`src/rtl/flight_rd_arbiter.sv`:
```
// flight_rd_arbiter: shares the single read port of the subframe (FLIGHT)
// buffer between the CC/sound packer (requester 0) and the LPC transmit
// path (requester 1). One read per clock, in-order data return through a
// tag pipeline matched to the buffer read latency, busy stall, and sticky
// per-requester wait timeouts.
module flight_rd_arbiter #(
    parameter int AW         = 8,
    parameter int DW         = 32,
    parameter int RAM_LAT    = 2,
    parameter int PRIO_FIXED = 0,
    parameter int TIMEOUT    = 1000
) (
    input  logic          clock,
    input  logic          reset,
    input  logic          busy,
    input  logic          req0,
    input  logic [AW-1:0] addr0,
    input  logic          req1,
    input  logic [AW-1:0] addr1,
    output logic          gnt0,
    output logic          gnt1,
    output logic          vld0,
    output logic          vld1,
    output logic [DW-1:0] rdata,
    output logic [AW-1:0] rd_FLIGHT,
    input  logic [DW-1:0] FLIGHT_out,
    output logic [1:0]    err,
    output logic [15:0]   cnt0,
    output logic [15:0]   cnt1
);

    localparam int WW = $clog2(TIMEOUT + 1);

    logic               rr_ptr;
    logic               elig0;
    logic               elig1;
    logic               win0;
    logic               win1;
    logic [RAM_LAT-1:0] tag_vld_p;
    logic [RAM_LAT-1:0] tag_id_p;
    logic [WW-1:0]      wait0;
    logic [WW-1:0]      wait1;
    logic               pend0;
    logic               pend1;

    // Grant counters stick at all-ones instead of wrapping.
    function automatic logic [15:0] sat_inc16(input logic [15:0] v);
        return (v == 16'hFFFF) ? v : v + 16'd1;
    endfunction

    // Wait counters stop at TIMEOUT so they never wrap back to zero.
    function automatic logic [WW-1:0] sat_wait(input logic [WW-1:0] v);
        return (v == WW'(TIMEOUT)) ? v : v + WW'(1);
    endfunction

    // gnt is registered, so req is still high in the grant cycle; masking
    // with gnt keeps a single held request from being granted twice.
    assign elig0 = req0 & ~gnt0 & ~busy;
    assign elig1 = req1 & ~gnt1 & ~busy;
    assign pend0 = req0 & ~gnt0;
    assign pend1 = req1 & ~gnt1;

    // Pick the winner: tie broken by fixed priority or the round-robin pointer.
    always_comb begin
        win0 = 1'b0;
        win1 = 1'b0;
        if (elig0 && elig1) begin
            if ((PRIO_FIXED != 0) || !rr_ptr) win0 = 1'b1;
            else                              win1 = 1'b1;
        end else begin
            win0 = elig0;
            win1 = elig1;
        end
    end

    // Issue the grant: pulse gnt, drive the buffer address, count, rotate pointer.
    always_ff @(posedge clock) begin
        if (reset) begin
            gnt0      <= 1'b0;
            gnt1      <= 1'b0;
            rd_FLIGHT <= '0;
            rr_ptr    <= 1'b0;
            cnt0      <= '0;
            cnt1      <= '0;
        end else begin
            gnt0 <= win0;
            gnt1 <= win1;
            if (win0) begin
                rd_FLIGHT <= addr0;
                cnt0      <= sat_inc16(cnt0);
                rr_ptr    <= 1'b1;
            end else if (win1) begin
                rd_FLIGHT <= addr1;
                cnt1      <= sat_inc16(cnt1);
                rr_ptr    <= 1'b0;
            end
        end
    end

    // Tag pipeline: {valid, id} per grant, delayed to line up with FLIGHT_out.
    always_ff @(posedge clock) begin
        if (reset) begin
            tag_vld_p <= '0;
            tag_id_p  <= '0;
        end else begin
            tag_vld_p[0] <= win0 | win1;
            tag_id_p[0]  <= win1;
            for (int i = 1; i < RAM_LAT; i++) begin
                tag_vld_p[i] <= tag_vld_p[i-1];
                tag_id_p[i]  <= tag_id_p[i-1];
            end
        end
    end

    // Data return: capture buffer output and steer the valid pulse by tag id.
    always_ff @(posedge clock) begin
        if (reset) begin
            vld0  <= 1'b0;
            vld1  <= 1'b0;
            rdata <= '0;
        end else begin
            vld0 <= tag_vld_p[RAM_LAT-1] & ~tag_id_p[RAM_LAT-1];
            vld1 <= tag_vld_p[RAM_LAT-1] &  tag_id_p[RAM_LAT-1];
            if (tag_vld_p[RAM_LAT-1]) rdata <= FLIGHT_out;
        end
    end

    // Wait timers: count ungranted pending cycles, latch err on reaching TIMEOUT.
    always_ff @(posedge clock) begin
        if (reset) begin
            wait0 <= '0;
            wait1 <= '0;
            err   <= 2'b00;
        end else begin
            wait0 <= pend0 ? sat_wait(wait0) : '0;
            wait1 <= pend1 ? sat_wait(wait1) : '0;
            if (pend0 && (sat_wait(wait0) == WW'(TIMEOUT))) err[0] <= 1'b1;
            if (pend1 && (sat_wait(wait1) == WW'(TIMEOUT))) err[1] <= 1'b1;
        end
    end

endmodule

```
`config.mk`:
```
export PLATFORM = sky130hd
export DESIGN_NAME = flight_rd_arbiter
export DESIGN_NICKNAME = d
export VERILOG_FILES = /design/src/rtl/flight_rd_arbiter.sv
export SDC_FILE = /design/constraint.sdc
export NUM_CORES = 1
export LEC_CHECK = 0
export ABC_CLOCK_PERIOD_IN_PS = 2000
export CAP_MARGIN = 20
export CORE_UTILIZATION = 43
export CTS_BUF_LIST = sky130_fd_sc_hd__clkbuf_4 sky130_fd_sc_hd__clkbuf_8 sky130_fd_sc_hd__clkbuf_16
export DETAILED_ROUTE_END_ITERATION = 10
export HOLD_SLACK_MARGIN = 0.08
export PLACE_DENSITY_LB_ADDON = 0.15
export SYNTH_ARGS = -nofsm -noshare
export SYNTH_HDL_FRONTEND = slang
export SYNTH_SLANG_ARGS = --single-unit
```
`constraint.sdc`:
```
create_clock -name clock -period 2 [get_ports clock]
set_clock_uncertainty 0.15 [all_clocks]
set_input_delay 0.4 -clock clock [delete_from_list [all_inputs] [get_ports clock]]
set_output_delay 0.4 -clock clock [all_outputs]
set_load 0.01 [all_outputs]
```
==> results of run 1 <==
[synthesized netlist by cell type (all sizes together) (5+ instances only)]
| cell | number |
|---|---|
| o21ai | 5 |
| nor2 | 95 |
| a21oi | 11 |
| nand3 | 17 |
| nor4 | 5 |
| mux2i | 34 |
| nor3 | 14 |
| clkbuf | 29 |
| nor3b | 7 |
| nand4 | 13 |
| ha | 6 |
| a211oi | 6 |
| a2111oi | 5 |
| or3 | 5 |
| nand2 | 44 |
| inv | 9 |
| xor2 | 12 |
| and4 | 5 |
| a311oi | 8 |
| dfxtp | 102 |
| xnor2 | 30 |
[per-stage QoR]
step / total power, mW / setup TNS (ps)
floorplan: 2.325 / -387.6
CTS: 3.817 / -118.7
finish: 3.787 / -88.08
global route: 3.946 / -1017
detailed placement: 2.578 / -20600
global placement: 2.570 / -19170
[per-layer routing]
metal,wire length (µm),vias up,share of wire (%)
li1,-,2105,-
met1,4947,1955,44
met2,5460,100,49
met3,514,15,4.6
met4,202,0,1.8
met5,0,-,0
[cell usage in the layout, fill, tap and decap left out, types with 3 or more instances in the layout]
master and n:
a2111oi_1 3, a211oi_1 5, a21oi_1 8, a21oi_2 3, a311oi_1 8, and2_1 3
and3_1 4, and4_1 5, buf_4 58, clkbuf_8 11, clkdlybuf4s50_1 123, dfxtp_1 96
dfxtp_2 6, dlymetal6s2s_1 4, ha_1 6, inv_1 7, mux2i_1 34, nand2_1 43
nand3_1 17, nand4_1 13, nor2_1 95, nor2b_1 3, nor3_1 8, nor3_2 6
nor3b_1 6, nor4_2 3, o21ai_0 5, o22ai_1 3, or3_1 3, or3b_2 3
xnor2_1 30, xor2_1 12
[power by group through the flow]
stage	clock network, mW	registers (mW)	logic [mW]
final	1.25	2.10	0.429
after CTS	1.28	2.10	0.430
after detailed placement	0	2.15	0.427
after floorplan	0	2.17	0.154
after global placement	0	2.15	0.421
after global routing	1.37	2.11	0.466
[sequential cells by signal (all words and copies together), names as in the netlist]
register   count
cnt0          16
cnt1          16
err            2
gnt0           1
rd_FLIGHT      8
rdata         32
rr_ptr         1
tag_id_p       2
tag_vld_p      2
vld0           1
vld1           1
wait0         10
wait1         10
[final timing paths]
check	start	end	slack [ps]	cells past startpoint
setup reg to reg	tag_id_p[0]	cnt1[14]	-40	5
hold reg to reg	tag_id_p[1]	vld0	270	1
hold / removal	reset	wait1[3]	220	3
setup / recovery	tag_id_p[0]	cnt1[14]	-40	5
[area by class of cell]
cell class / instances / area, µm² / area share [%]
Clock inverter: 4 / 30.03 / 0.4516
Timing Repair Buffer: 190 / 1779 / 26.76
Multi-Input combinational cell: 367 / 2431 / 36.56
Clock buffer: 12 / 158.9 / 2.390
Sequential cell: 102 / 2049 / 30.82
Inverter: 9 / 33.78 / 0.5081
Tap cell: 133 / 166.4 / 2.503
[repair_timing]
item,in CTS,in global routing
setup endpoints to repair,27,35
resized for setup,9,29
pin swaps,7,4
buffers inserted,0,1
hold buffers,0,0
[worst max-delay path, delay by kind of cell (launching register included)]
kind | cells | cell delay, ps
XOR/XNOR | 1 | 150
AND/OR/NAND/NOR | 4 | 1280
flip-flops | 1 | 330
[cell families after synthesis]
logic type,count (synthesis)
flip-flops,102
multiplexers,35
XOR/XNOR,42
adder cells (fa/ha/maj),6
buffers and inverters,39
AND/OR/NAND/NOR,234
AO/OA/AOI/OAI,50
==> flow_summary.json, run 1 <==
{
  "synth_xor_area_share_pct": 8.208,
  "die_y_um": 104.1,
  "clock_power_share_pct": 33.1,
  "drive_above_1_share_pct": 17.11,
  "diodes": 0,
  "clk_transition_reported_paths_ps": 90,
  "ios": 131,
  "final_util_pct": 66.79,
  "netlist_area_um2": 4482,
  "p_leak_nw": 2.375,
  "ys_warn_count": 0,
  "rows": 36,
  "synthTopCellsByArea": "dfxtp_1, nor2_1, mux2i_1",
  "grt_pass1_wl_um": 18050,
  "drt_iter0_drc": 122,
  "start_util_pct": 45.02,
  "yosysTopAreaCellShare_pct": 45.56,
  "holdWs_ps": 215.5,
  "dp_slack_ps": -734.9,
  "final_max_slew_viol_count": 0,
  "dp_hpwl_um": 7795,
  "status": "finished, violations left",
  "violations": "setup timing",
  "use_met3_pct": 4.762,
  "ant_nets": 0,
  "routed_wl_um": 11130,
  "met1_usage_pct": 24.30,
  "start_kind": "flop",
  "synth_compound_area_share_pct": 7.929,
  "p_seq_share_pct": 55.6,
  "synth_mux_area_share_pct": 7.845,
  "power.switching_mw": 0.9166,
  "synth_edf_count": 0,
  "globalRouteMet2Util_pct": 35.10,
  "first_global_vias": 4002,
  "slew_headroom_pct": 44.74,
  "grt_start_max_net_pins": 83,
  "busiest_layer": "met2",
  "p_int_mw": 2.870,
  "synth_top_family_by_area": "simple AND/OR/NAND/NOR gates",
  "yosys.area_share.simple_pct": 25.49,
  "cts_tree": "yes",
  "htreeDepth": 3,
  "fp.dieW_um": 104.1,
  "vias": 4175,
  "cts_buffers": 9,
  "rsz0062_at_grt": "yes",
  "instances_no_fill": 817,
  "cpPeakStageDelay_ps": 610,
  "synthAdderAreaFrac_pct": 1.675,
  "final_area_um2": 6649,
  "nFillCells": 845,
  "cp.arrival_ps": 2120,
  "ys_seq_area_share_pct": 45.56,
  "setup_viol": 5,
  "final.setup.worst_slack_ps": -38.84,
  "synthFlopType": "dfxtp_1",
  "via_per_inst": 5.110,
  "path_max_fanout": 6,
  "min_period_over_period_pct": 101.9,
  "antenna_found_initial": 0,
  "worst_pin_slew_ps": 828.9,
  "insertion_delay_ps": 370,
  "gp_congestion": 0.7802,
  "ys_async_sr_fraction_pct": 0,
  "min_path_type": "in -> reg",
  "hold_viol": 0,
  "period_needed_ps": 2039,
  "worst_path_max_delay_cell": "or4b_4",
  "grt.overflow.total": 0,
  "core_um2": 9955,
  "numPlacedInstances": 800,
  "clkSinkCount": 102,
  "max-cap-violations": 0,
  "syn2layout_area_growth_pct": 48.35,
  "die_area_um2": 10830,
  "cellPowerDensity_nw_per_um2": 569.6,
  "drc": 0,
  "grt.total_usage_pct": 20.31,
  "max-clock-path-buffers": 2,
  "final_nets": 738,
  "ys_seq_elements": 102,
  "cts_root_buf": "clkbuf_8",
  "ir_drop_uv": 354.5,
  "first_pass_iters": 4,
  "synth_area_per_cell_um2": 8.822,
  "fmax_mhz": 490.5,
  "placedInstanceArea_um2": 6337,
  "path_cells": "or3b_4, or4b_4, nor4b_4, xnor2_1, nor2_1",
  "syn_inst": 508,
  "pwr-share-comb_pct": 11.3,
  "path_class": "reg -> reg",
  "required_ps": 2080,
  "syn_nets": 567,
  "yosysTopAreaCell": "dfxtp_1",
  "end_kind": "flop",
  "numPortBuffers": 130,
  "synth.distinct_cells": 48,
  "wl_per_cell_um": 13.62,
  "power.share.switching_pct": 24.20
}
No activity file was read; power rests on OpenSTA's default activity.
==> run 2, diff against run 1 <==
==> constraint.sdc (replaced) <==
create_clock -name clock -period 2 [get_ports clock]
set_clock_uncertainty 0.15 [all_clocks]
set_input_delay 0.2 -clock clock [delete_from_list [all_inputs] [get_ports clock]]
set_output_delay 0.2 -clock clock [all_outputs]
set_load 0.01 [all_outputs]
==> run 2 against run 1 <==
The flow still finishes with violations (setup timing). Critical path depth increased by 2. Final cell count decreased by 0.73%. Total power decreased by 1.4%. Critical path type unchanged. Critical endpoint is now err[1]. Largest power group unchanged. Highest routed layer unchanged.
==> flow_summary.json, run 2 (synthesis results as in run 1) <==
{
  "largest-register": "rdata",
  "largest_reg_flops": 32,
  "status": "finished, violations left",
  "grt_start_max_net_pins": 57,
  "regToRegEndpoint": "err[1]",
  "rsz0062_at_grt": "yes",
  "worst_path_max_delay_cell": "or4bb_1",
  "critPathBufInv": 1,
  "end_kind": "flop",
  "drc": 0,
  "final.setup.worst_slack_ps": -21.81,
  "clkSinkCount": 102,
  "drive_above_1_share_pct": 13.57,
  "rows": 36,
  "antenna_found_initial": 0,
  "timing.setup.tns_ps": -25.05,
  "numPortBuffers": 130,
  "htreeDepth": 3,
  "cts_buffers": 9,
  "grt_pass1_wl_um": 18260,
  "die_y_um": 104.1,
  "hold_viol": 0,
  "min_period_over_period_pct": 101.1,
  "gp_congestion": 0.8420,
  "diodes": 0,
  "grt.total_usage_pct": 20.26,
  "p_int_mw": 2.800,
  "pwr-share-comb_pct": 11.5,
  "ant_nets": 0,
  "dp_hpwl_um": 7997,
  "setup_viol": 2,
  "vias": 4185,
  "first_pass_iters": 4,
  "layout_commonest_cell": "clkdlybuf4s50_1",
  "final_max_slew_viol_count": 0,
  "slew_headroom_pct": 61.53,
  "final_nets": 732,
  "cts_tree": "yes",
  "reg2regPathDepth": 7,
  "wl_per_cell_um": 13.78,
  "first_global_vias": 4010,
  "path_cells": "inv_2, ha_1, or4bb_1, or3_4, nor3b_1, o22ai_1, o32ai_1",
  "fp.dieW_um": 104.1,
  "ir_drop_uv": 299.4,
  "path_max_fanout": 3,
  "die_area_um2": 10830,
  "r2r_slack_ps": -20,
  "whs_path_depth": 3,
  "cpPeakStageDelay_ps": 440,
  "drt_iter0_drc": 166,
  "p_seq_share_pct": 56.4,
  "cp.arrival_ps": 2090,
  "insertion_delay_ps": 350,
  "ios": 131,
  "min_from": "addr1[6]",
  "cp_top_family": "simple AND/OR/NAND/NOR gates",
  "power.switching_mw": 0.9335,
  "power.share.switching_pct": 25.01,
  "start_kind": "flop",
  "path_class": "reg -> reg",
  "syn2layout_area_growth_pct": 45.64,
  "reg_top3": "rdata (32), cnt0 (16), cnt1 (16)",
  "period_needed_ps": 2022,
  "p_leak_nw": 2.251,
  "cellPowerDensity_nw_per_um2": 571.9,
  "reg2reg_from": "wait1[0]",
  "cts_root_buf": "clkbuf_8",
  "placedInstanceArea_um2": 6267,
  "violations": "setup timing",
  "final_area_um2": 6528,
  "fmax_mhz": 494.6,
  "routed_wl_um": 11170,
  "max-clock-path-buffers": 2,
  "grt.overflow.total": 0,
  "clk_transition_reported_paths_ps": 100,
  "numPlacedInstances": 792,
  "min_path_type": "in -> reg",
  "max-cap-violations": 0,
  "worst_pin_slew_ps": 577.0,
  "final_cell_mix": "clkdlybuf4s50_1, dfxtp_1, nor2_1",
  "clock_power_share_pct": 32.0,
  "whs_endpoint": "rd_FLIGHT[6]",
  "required_ps": 2060,
  "via_per_inst": 5.160,
  "core_um2": 9955,
  "start_util_pct": 45.02,
  "instances_no_fill": 811
}
run 2: worst max-delay path by stage:
stage	startpoint	endpoint	slack, ps	cells past startpoint
after floorplan	wait1[0]	err[1]	-70	9
after global placement	req1	cnt1[8]	-480	7
after detailed placement	req1	cnt1[8]	-500	7
after CTS	tag_id_p[0]	cnt1[10]	-20	6
after global routing	wait1[1]	err[1]	-80	7
final	wait1[0]	err[1]	-20	7
run 2: worst register-to-register path, stage by stage, from the launching register on:
cell     delay, ps
dfxtp_1        330
inv_2           60
ha_1           130
or4bb_1        440
or3_4          370
nor3b_1        160
o22ai_1        150
o32ai_1        100
run 2: area by class of cell:
type | count | area [µm²]
clock buffer | 9 | 123.9
clock inverter | 7 | 57.56
fill | 835 | 3427
inverter | 9 | 33.78
multi-input combinational | 367 | 2370
sequential | 102 | 2044
tap | 133 | 166.4
timing repair buffer | 184 | 1732
run 2: what timing repair did:
action / CTS / global route
gates cloned: 0 / 0
buffers inserted: 1 / 1
hold endpoints to repair: 1 / 0
hold buffers: 1 / 0
pin swaps: 6 / 6
resized for setup: 8 / 6
setup endpoints to repair: 4 / 14
run 2: metrics by stage:
step                      power (mW)  util, %  hold WS, ps  setup slack, ps
after global placement         2.571    62.96        274.1           -484.2
after floorplan                2.324        -        197.3           -66.09
after CTS                      3.783    65.28        251.7           -15.09
final                          3.733    65.57        265.1           -21.81
after detailed placement       2.579    62.96        285.6           -501.0
after global routing           3.899    65.57        258.9           -79.23
run 2: metal layers:
layer,wire length [µm],GRT usage (%)
met5,0,0
met4,94,6.429
met3,599,4.950
met2,5471,35.24
met1,5008,24.48
run 2: power groups by stage:
stage | combinational [mW] | clock (mW) | sequential [mW]
2_1_floorplan | 0.153 | 0 | 2.17
3_3_place_gp | 0.420 | 0 | 2.15
3_5_place_dp | 0.428 | 0 | 2.15
4_1_cts | 0.434 | 1.24 | 2.11
5_1_grt | 0.464 | 1.32 | 2.11
6_report | 0.431 | 1.20 | 2.11
